$ cat config.mk
export PLATFORM = sky130hd
export DESIGN_NAME = pipe_stage_reg
export DESIGN_NICKNAME = d
export VERILOG_FILES = /design/src/rtl/pipe_stage_reg.sv
export SDC_FILE = /design/constraint.sdc
export NUM_CORES = 1
export LEC_CHECK = 0
export ABC_AREA = 1
export CAP_MARGIN = 20
export CORE_MARGIN = 1.5
export CORE_UTILIZATION = 35
export CTS_CLUSTER_SIZE = 14
export DETAILED_ROUTE_END_ITERATION = 16
export DONT_BUFFER_PORTS = 1
export PLACE_DENSITY_LB_ADDON = 0.15
export SKIP_LAST_GASP = 1
export SLEW_MARGIN = 20
export SYNTH_ARGS = -nofsm -noshare
export SYNTH_HDL_FRONTEND = slang
export SYNTH_SLANG_ARGS = --single-unit
$ cat constraint.sdc
create_clock -name clk -period 2.3 [get_ports clk]
set_input_delay 0.575 -clock clk [delete_from_list [all_inputs] [get_ports clk]]
set_output_delay 0.575 -clock clk [all_outputs]
set_load 0.1 [all_outputs]
$ cat src/rtl/pipe_stage_reg.sv
// Pipeline stage register: a main register that drives the outputs directly, plus a
// one-entry skid buffer so that in_ready comes from a flop instead of from out_ready.
module pipe_stage_reg #(
  parameter int          PAYLOAD_W = 32,
  parameter logic [31:0] PC_RESET  = 32'h0000_3000,
  parameter logic [31:0] EXC_PC    = 32'h0000_4180
) (
  input  logic                 clk,
  input  logic                 reset,
  input  logic                 in_valid,
  output logic                 in_ready,
  input  logic [31:0]          in_pc,
  input  logic [31:0]          in_instr,
  input  logic [PAYLOAD_W-1:0] in_payload,
  output logic                 out_valid,
  input  logic                 out_ready,
  output logic [31:0]          out_pc,
  output logic [31:0]          out_instr,
  output logic [PAYLOAD_W-1:0] out_payload,
  input  logic                 flush,
  input  logic                 req,
  output logic [15:0]          stall_cnt
);

  // Handshake: an entry moves across a port on a rising edge where valid && ready are
  // both high. A valid entry stays stable until it is taken; ready never depends on valid.
  localparam logic [31:0] NOP_INSTR = 32'h0;

  logic                 m_valid_q, m_valid_d;
  logic [31:0]          m_pc_q, m_pc_d;
  logic [31:0]          m_instr_q, m_instr_d;
  logic [PAYLOAD_W-1:0] m_payload_q, m_payload_d;

  logic                 s_valid_q, s_valid_d;
  logic [31:0]          s_pc_q, s_pc_d;
  logic [31:0]          s_instr_q, s_instr_d;
  logic [PAYLOAD_W-1:0] s_payload_q, s_payload_d;

  logic [15:0]          stall_cnt_q, stall_cnt_d;

  logic accept;
  logic drain;

  assign in_ready = !s_valid_q;
  assign accept   = in_valid && in_ready;
  assign drain    = m_valid_q && out_ready;

  always_comb begin
    m_valid_d   = m_valid_q;
    m_pc_d      = m_pc_q;
    m_instr_d   = m_instr_q;
    m_payload_d = m_payload_q;
    s_valid_d   = s_valid_q;
    s_pc_d      = s_pc_q;
    s_instr_d   = s_instr_q;
    s_payload_d = s_payload_q;

    if (req) begin
      m_valid_d   = 1'b1;
      m_pc_d      = EXC_PC;
      m_instr_d   = NOP_INSTR;
      m_payload_d = '0;
      s_valid_d   = 1'b0;
    end else if (flush) begin
      // The bubble keeps its pc so downstream still sees where the pipeline was.
      m_valid_d   = 1'b0;
      m_instr_d   = NOP_INSTR;
      m_payload_d = '0;
      s_valid_d   = 1'b0;
    end else if (!m_valid_q || drain) begin
      if (s_valid_q) begin
        m_valid_d   = 1'b1;
        m_pc_d      = s_pc_q;
        m_instr_d   = s_instr_q;
        m_payload_d = s_payload_q;
        s_valid_d   = 1'b0;
      end else if (accept) begin
        m_valid_d   = 1'b1;
        m_pc_d      = in_pc;
        m_instr_d   = in_instr;
        m_payload_d = in_payload;
      end else begin
        m_valid_d   = 1'b0;
        m_instr_d   = NOP_INSTR;
        m_payload_d = '0;
      end
    end else if (accept) begin
      s_valid_d   = 1'b1;
      s_pc_d      = in_pc;
      s_instr_d   = in_instr;
      s_payload_d = in_payload;
    end
  end

  always_comb begin
    stall_cnt_d = stall_cnt_q;
    if (m_valid_q && !out_ready && (stall_cnt_q != 16'hFFFF)) begin
      stall_cnt_d = stall_cnt_q + 16'd1;
    end
  end

  always_ff @(posedge clk) begin
    if (reset) begin
      m_valid_q   <= 1'b0;
      m_pc_q      <= PC_RESET;
      m_instr_q   <= NOP_INSTR;
      m_payload_q <= '0;
      s_valid_q   <= 1'b0;
      s_pc_q      <= '0;
      s_instr_q   <= '0;
      s_payload_q <= '0;
      stall_cnt_q <= '0;
    end else begin
      m_valid_q   <= m_valid_d;
      m_pc_q      <= m_pc_d;
      m_instr_q   <= m_instr_d;
      m_payload_q <= m_payload_d;
      s_valid_q   <= s_valid_d;
      s_pc_q      <= s_pc_d;
      s_instr_q   <= s_instr_d;
      s_payload_q <= s_payload_d;
      stall_cnt_q <= stall_cnt_d;
    end
  end

  assign out_valid   = m_valid_q;
  assign out_pc      = m_pc_q;
  assign out_instr   = m_instr_q;
  assign out_payload = m_payload_q;
  assign stall_cnt   = stall_cnt_q;

endmodule

; Word-level counts from Yosys, hierarchy flattened
; Index checks and enable logic that the tools add are counted.
[totals]
register_bits = 210
inputBits = 102
out_inout_bits = 114
elab_cells = 48
[op_classes]
add_sub_neg = 1
eq_ne = 2
muxes = 14
n_bitwise = 3
reduce_logical = 18
[ops]
columns = cell, count
row1 = $mux W32, 6
row2 = $mux W15, 3
row3 = $add A16 B1 Y16 const B, 1
row4 = $ne A16 B16 Y1 const B, 1
row5 = $reduce_and A3 Y1, 2
row6 = $reduce_bool A3 Y1, 2
row7 = $mux W1, 5
row8 = $logic_and A1 B1 Y1, 4
row9 = $reduce_and A4 Y1, 1
row10 = $reduce_bool A2 Y1, 2
row11 = $reduce_or A4 Y1, 1
row12 = $logic_not A1 Y1, 3
row13 = $not A1 Y1, 3
row14 = $reduce_or A3 Y1, 1
row15 = $ne A2 B1 Y1 const B, 1
row16 = $reduce_or A2 Y1, 1
row17 = $logic_or A1 B1 Y1, 1

; Logic depth before layout (Yosys ltp)
; Gate-level depths: netlist of the first run.
[depth]
ltp_word = 7
mapped_depth = 10
depth_no_buf = 9

; Least setup slack after synthesis of the first run
; Ideal clock, no wire load.
[synth_path]
path_type = register to register
startpoint = register stall_cnt_q[0] (netlist: stall_cnt[0])
endpoint = register stall_cnt_q[15] (netlist: stall_cnt[15])
setup_time_ns = 0.119
arrival_ns = 2.071
required_time_ns = 2.181
slack_ns = 0.110
path_stages_with_launch = 8
n_path_buf = 1
synth_period_minus_slack_ns = 2.190
path_cell_list = dfxtp_1 > ha_1 > inv_1 > nor2_1 > nand4_2 > buf_6 > a21oi_1 > nor2_1
[synth_between]
elab_chain_cells = 2
word_cells_on_any_way = 3
cone_classes = 1 x add/sub / 1 x eq/ne / 1 x reduce/logical
[synth_rtl]
columns = element, line_no
row1 = "start, declared", 39  ; logic [15:0] stall_cnt_q, stall_cnt_d;
row2 = "start signal, assigned", 122  ; stall_cnt_q <= stall_cnt_d;
row3 = "parallel branches: the longest is 2 deep, another holds $add A16 B1 Y16", -
; Parallel ways; which one is timed is not known.
; A chain may end at the register's enable or synchronous reset.

; Worst setup path after layout of the first run
[layout_path]
startpoint = register stall_cnt_q[8] (netlist: stall_cnt[8])
endpoint = output port stall_cnt[8]
[layout_rtl]
columns = element, line_no
row1 = "end, declared", 22  ; output logic [15:0] stall_cnt
; No word-level cell between the ends.

==> results of run 1 <==
worst register-to-register path: cells and delay by family, from the launching register on:
family,cells,cell delay (ns)
simple gates,3,0.60
flops,1,0.35
compound gates,1,0.26
fa+ha+maj,1,0.22
buf+inv,1,0.05
cell families after synthesis:
kind of cell / share of synthesized area
AO/OA/AOI/OAI: 0.231
adder cells (fa/ha/maj): 0.00148
buffers and inverters: 0.0749
flip-flops: 0.496
multiplexers: 0.00118
AND/OR/NAND/NOR: 0.195
per-stage QoR:
stage          power (mW)  cell area (um2)   util  setup WS (ns)
2_1_floorplan        4.48             8470      -          0.110
3_3_place_gp         4.65             9500  0.402          0.545
3_5_place_dp         4.66             9500  0.402          0.489
4_1_cts              8.51            10300  0.436          0.402
5_1_grt              8.72            10300  0.436          0.370
6_report             8.41            10300  0.436          0.412
power by group:
group          internal, mW  switching (mW)  total (mW)
combinational         0.183           0.650       0.833
clock                  2.27            1.57        3.83
sequential             3.71          0.0316        3.74
total                  6.16            2.25        8.41
layer usage:
| metal | up-vias | global-route usage | routed length, um | part of all wire |
|---|---|---|---|---|
| met1 | 3579 | 0.241 | 11000 | 0.44 |
| li1 | 3925 | - | - | - |
| met2 | 200 | 0.317 | 11100 | 0.45 |
| met5 | - | 0 | 0 | 0 |
| met4 | 0 | 0.0512 | 563 | 0.023 |
| met3 | 34 | 0.0691 | 2170 | 0.088 |
cells in the mapped netlist, types with 2 or more instances:
master,n,share of area
o21a_1,3,0.0027
buf_4,10,0.0089
o21ai_1,11,0.0065
a21oi_1,224,0.13
buf_6,10,0.013
inv_1,40,0.018
nand2_1,265,0.12
nor2_1,121,0.054
nor2_2,2,0.0015
dfxtp_1,210,0.50
a31oi_1,3,0.0022
nand3_1,16,0.0095
clkbuf_1,34,0.015
nor2_4,4,0.0053
nand2_4,2,0.0027
buf_2,28,0.017
o21ai_0,147,0.087
inv_2,5,0.0022
layout make-up:
type | instances | share of cell area
Tap cell | 319 | 0.0388
Inverter | 46 | 0.0172
Clock inverter | 13 | 0.00960
Sequential cell | 210 | 0.409
Timing Repair Buffer | 133 | 0.104
Multi-Input combinational cell | 806 | 0.353
Clock buffer | 33 | 0.0685
cell usage in the layout, fill, tap and decap left out, types with 2 or more instances in the layout:
cell          n
buf_4       127
buf_12        6
a31oi_1       3
inv_1        40
a21oi_1     224
o21a_1        3
o21ai_0     147
nand3_1      16
clkbuf_16    25
o21ai_1      11
clkinv_2      9
nor2_2        2
nor2_4        5
clkbuf_1      3
nand2_1     265
clkbuf_8      5
nor2_1      120
inv_4         2
dfxtp_1     209
clkinvlp_4    2
nand2_4       2
inv_2         4
registers in the layout, summed over array words and instances (netlist names):
register	flops
stall_cnt	16
out_valid	1
s_payload_q	32
s_valid_q	1
s_instr_q	32
out_instr	32
s_pc_q	32
out_payload	32
out_pc	32
path summary, 6_finish.rpt:
path              slack (ns)     startpoint         endpoint  depth (start not counted)
setup reg to reg        0.70   stall_cnt[1]    stall_cnt[15]                          6
setup / recovery        0.41   stall_cnt[8]     stall_cnt[8]                          1
hold / removal          0.12          reset  s_payload_q[28]                          1
hold reg to reg         0.46  s_instr_q[11]    s_instr_q[11]                          2
==> metrics.csv, run 1 <==
metric;value;unit
grt_antenna_before_repair;0;
count_of_unresolved_drc_violations_after_routing;0;
seqCellArea;0.00421;mm2
path_cells;buf_4;
final_max_slew_viol_count;0;
ant_nets;0;
drt_first_iter_violations;470;
leakagePower;3.98;nW
final_layout_size_suffix_gt1_frac;0.156;
io_buffer_count;0;
power_density;816;mW/mm2
synth.distinct_cells;28;
min_period_over_period;0.821;
worstPathArrival;1.31;ns
startpoint_type;flip-flop;
peakVddDrop;523;uV
finalNonFillerCells;1560;
final.fill_count;2454;
dpl.hpwl;15500;um
grt_util_overall;0.194;
seq_area_frac_synth;0.496;
num_antenna_cells;0;
count_of_warnings_emitted_by_yosys;0;
die_area;0.0251;mm2
avgRoutedWirePerCell;15.9;um
cts.root.buffer_cell;clkbuf_16;
wl;24800;um
h-tree-depth;1;
synth_enable_flop_cells;0;
dr_total_vias;7738;
ctsHoldBuffers;0;
first_pass_grt_wire_length;39100;um
multi_input_comb_area;0.00364;mm2
timing_worst_setup_path_type;reg -> out;
critPathRequiredTime;1.73;ns
worst-slew-pin-transition;0.800;ns
total_clock_buffers_created_by_cts;25;
synth.ff_latch_count;210;
vias_per_cell;4.96;
layout-area-overhead-vs-synth;21.6;%
cp-end-kind;output pin;
rsz0062_at_grt;false;
synth-async-reset-ratio;0;
start_util;0.359;
finalWorstPathRequiredPeriod;1.89;ns
finalSetupViolCount;0;
critical_path.top_delay_family;flip-flops;
critical_path.max_fanout;6;
synth.avg_cell_area;7.40;um2
buffer_and_inverter_count_on_the_worst_path;1;
core_area;0.0236;mm2
clock_skew;0.0151;ns
postCtsSetupRepairBufs;0;
gp_congestion;0.750;
synth_top_flop_cell;dfxtp_1;
detailedRoute.firstPassIterationCount;4;
pin_count;216;
row_count;56;
cpMaxStageDelayCell;dfxtp_1;
cts_max_path_buffers;3;
dieHeight;159;um
synthesis.nets;1248;
synth_cells;1145;
classification_of_the_worst_slack_hold_path;in -> reg;
tritoncts_num_sinks;210;
clk_lat_worst_skew;0.52;ns
worst_slew_margin_rel;0.467;
post-place-cells;1514;
syn-cell-area;0.00847;mm2
timing_hold_violations_final;0;
slowest_delay;0.46;ns
max_freq;530;MHz
fin_worst_hold_slack;0.116;ns
max_cap_violations;0;
outcome;completed;
die-width;159;um
setup_tns;0;ns
cts.reportedPaths.clkPinSlew;0.06;ns
tritoncts;yes;
grt_max_degree;68;
grt_pass1_vias;7520;
post_cts_resize_count;0;
global_route.overflow_total;0;
fin_nets;1325;
(Power assumes the default switching activity.)
==> run 2: changes to the inputs <==
==> constraint.sdc (replaced) <==
create_clock -name clk -period 1.8 [get_ports clk]
set_input_delay 0.45 -clock clk [delete_from_list [all_inputs] [get_ports clk]]
set_output_delay 0.45 -clock clk [all_outputs]
set_load 0.1 [all_outputs]
==> run 2 against run 1 <==
Clock skew down 0.0077 ns. Power up 28%. Design area up 0.75%. Largest power group unchanged. Highest routed layer unchanged.
==> metrics.csv, run 2 (synthesis gave the netlist of run 1 again) <==
metric;value;unit;change
peakVddDrop;597;uV;+14%
mostFrequentLayoutCell;nand2_1;;
start_util;0.359;;unchanged
sequentialPowerShare;0.446;;about the same
detailedRoute.firstPassIterationCount;4;;unchanged
min_period_over_period;0.937;;
leakagePower;4.00;nW;+0.55%
startpoint_type;flip-flop;;
cts_max_path_buffers;3;;unchanged
ant_nets;0;;unchanged
clk_lat_worst_skew;0.51;ns;about the same
post-place-cells;1512;;-0.13%
power.share.combinational;0.101;;+0.002
pin_count;216;;unchanged
global_route.overflow_total;0;;unchanged
critical_path.max_fanout;4;;-2
count_of_unresolved_drc_violations_after_routing;0;;unchanged
dr_total_vias;7624;;-1.5%
power_density;1030;mW/mm2;+27%
finalWorstPathRequiredPeriod;1.69;ns;
timing_worst_setup_path_type;reg -> out;;
setup_tns;0;ns;unchanged
grt_pass1_vias;7310;;-2.8%
layout-area-overhead-vs-synth;22.5;%;
total_switching_power;2.81;mW;+25%
outcome;completed;;
io_buffer_count;0;;unchanged
cts.root.buffer_cell;clkbuf_16;;
rsz0062_at_grt;false;;
final.fill_count;2466;;+0.49%
max_freq;593;MHz;
worst-slew-pin-transition;0.643;ns;-0.157 ns
critPathRequiredTime;1.35;ns;-0.38 ns
die_area;0.0251;mm2;unchanged
mostFrequentLayoutCells;nand2_1 (265), a21oi_1 (224), dfxtp_1 (192);;
finalSetupViolCount;0;;unchanged
clockPowerShare;0.453;;-0.003
fin_nets;1324;;-0.075%
tritoncts_num_sinks;210;;unchanged
tritoncts;yes;;
grt_max_degree;74;;+8.8%
power.share.switching;0.262;;-0.00543
vias_per_cell;4.90;;-1.3%
postCtsSetupRepairBufs;0;;unchanged
worstPathArrival;1.24;ns;-0.07 ns
classification_of_the_worst_slack_hold_path;in -> reg;;
max_cap_violations;0;;unchanged
row_count;56;;unchanged
finalNonFillerCells;1557;;-0.19%
num_antenna_cells;0;;unchanged
cts.reportedPaths.clkPinSlew;0.06;ns;about the same
gp_congestion;0.755;;+0.67%
cp-end-kind;output pin;;
dieHeight;159;um;unchanged
core_area;0.0236;mm2;unchanged
total_clock_buffers_created_by_cts;24;;-4.0%
grt_util_overall;0.193;;-0.000870
final_layout_size_suffix_gt1_frac;0.165;;+0.00846
die-width;159;um;unchanged
pint;7.91;mW;+28%
clock_skew;0.00735;ns;-0.00774 ns
avgRoutedWirePerCell;15.8;um;-0.94%
first_pass_grt_wire_length;38900;um;-0.56%
wl;24500;um;-1.1%
post_cts_resize_count;0;;unchanged
timing_hold_violations_final;0;;unchanged
dpl.hpwl;14800;um;-4.1%
drt_first_iter_violations;420;;-11%
final_max_slew_viol_count;0;;unchanged
h-tree-depth;1;;unchanged
worst_slew_margin_rel;0.571;;+0.105
grt_antenna_before_repair;0;;unchanged
## run 2: through the flow
step	power [mW]	hold WS [ns]	utilization	area [um2]	setup slack, ns
after floorplan	5.73	0.443	-	8490	0.145
after global placement	5.95	0.445	0.405	9560	0.230
after detailed placement	5.96	0.451	0.405	9560	0.218
after CTS	10.9	0.0523	0.439	10400	0.0849
after global routing	11.1	0.0567	0.439	10400	0.0207
final	10.7	0.0752	0.439	10400	0.113
## run 2: final timing paths
| path | from | cells after the start | to | slack (ns) |
|---|---|---|---|---|
| max | s_valid_q | 2 | in_ready | 0.11 |
| min | in_payload[24] | 2 | s_payload_q[24] | 0.08 |
| max reg2reg | stall_cnt[0] | 6 | stall_cnt[15] | 0.22 |
| min reg2reg | s_payload_q[14] | 2 | s_payload_q[14] | 0.46 |
## run 2: final cells by class
type	instances	area [um2]	area share
sequential	210	4230	0.408
clock buffer	36	728	0.0702
clock inverter	7	62.6	0.00603
multi-input combinational	806	3640	0.350
inverter	46	178	0.0171
timing repair buffer	133	1140	0.110
tap	319	399	0.0385
## run 2: worst max-delay path, stage by stage (launching register included)
cell     delay (ns)
dfxtp_4        0.37
inv_4          0.05
buf_4          0.30
## run 2: layer usage
layer / global-route usage / routed length (um) / vias up
met4: 0.0458 / 453 / 0
met5: 0 / 0 / -
met2: 0.319 / 11200 / 160
met1: 0.241 / 10800 / 3510
met3: 0.0656 / 2080 / 32
li1: - / - / 3922
## run 2: timing repair
item / CTS / global route
endpoints found under the hold margin: 35 / 0
endpoints found under the setup margin: 0 / 0
hold buffers: 2 / 0
## run 2: power by group through the flow
stage	combinational [mW]	clock, mW	sequential (mW)
floorplan	0.399	0	5.33
global placement	1.07	0	4.88
detailed placement	1.08	0	4.88
CTS	1.10	5.01	4.78
global route	1.18	5.18	4.79
finish	1.09	4.86	4.78
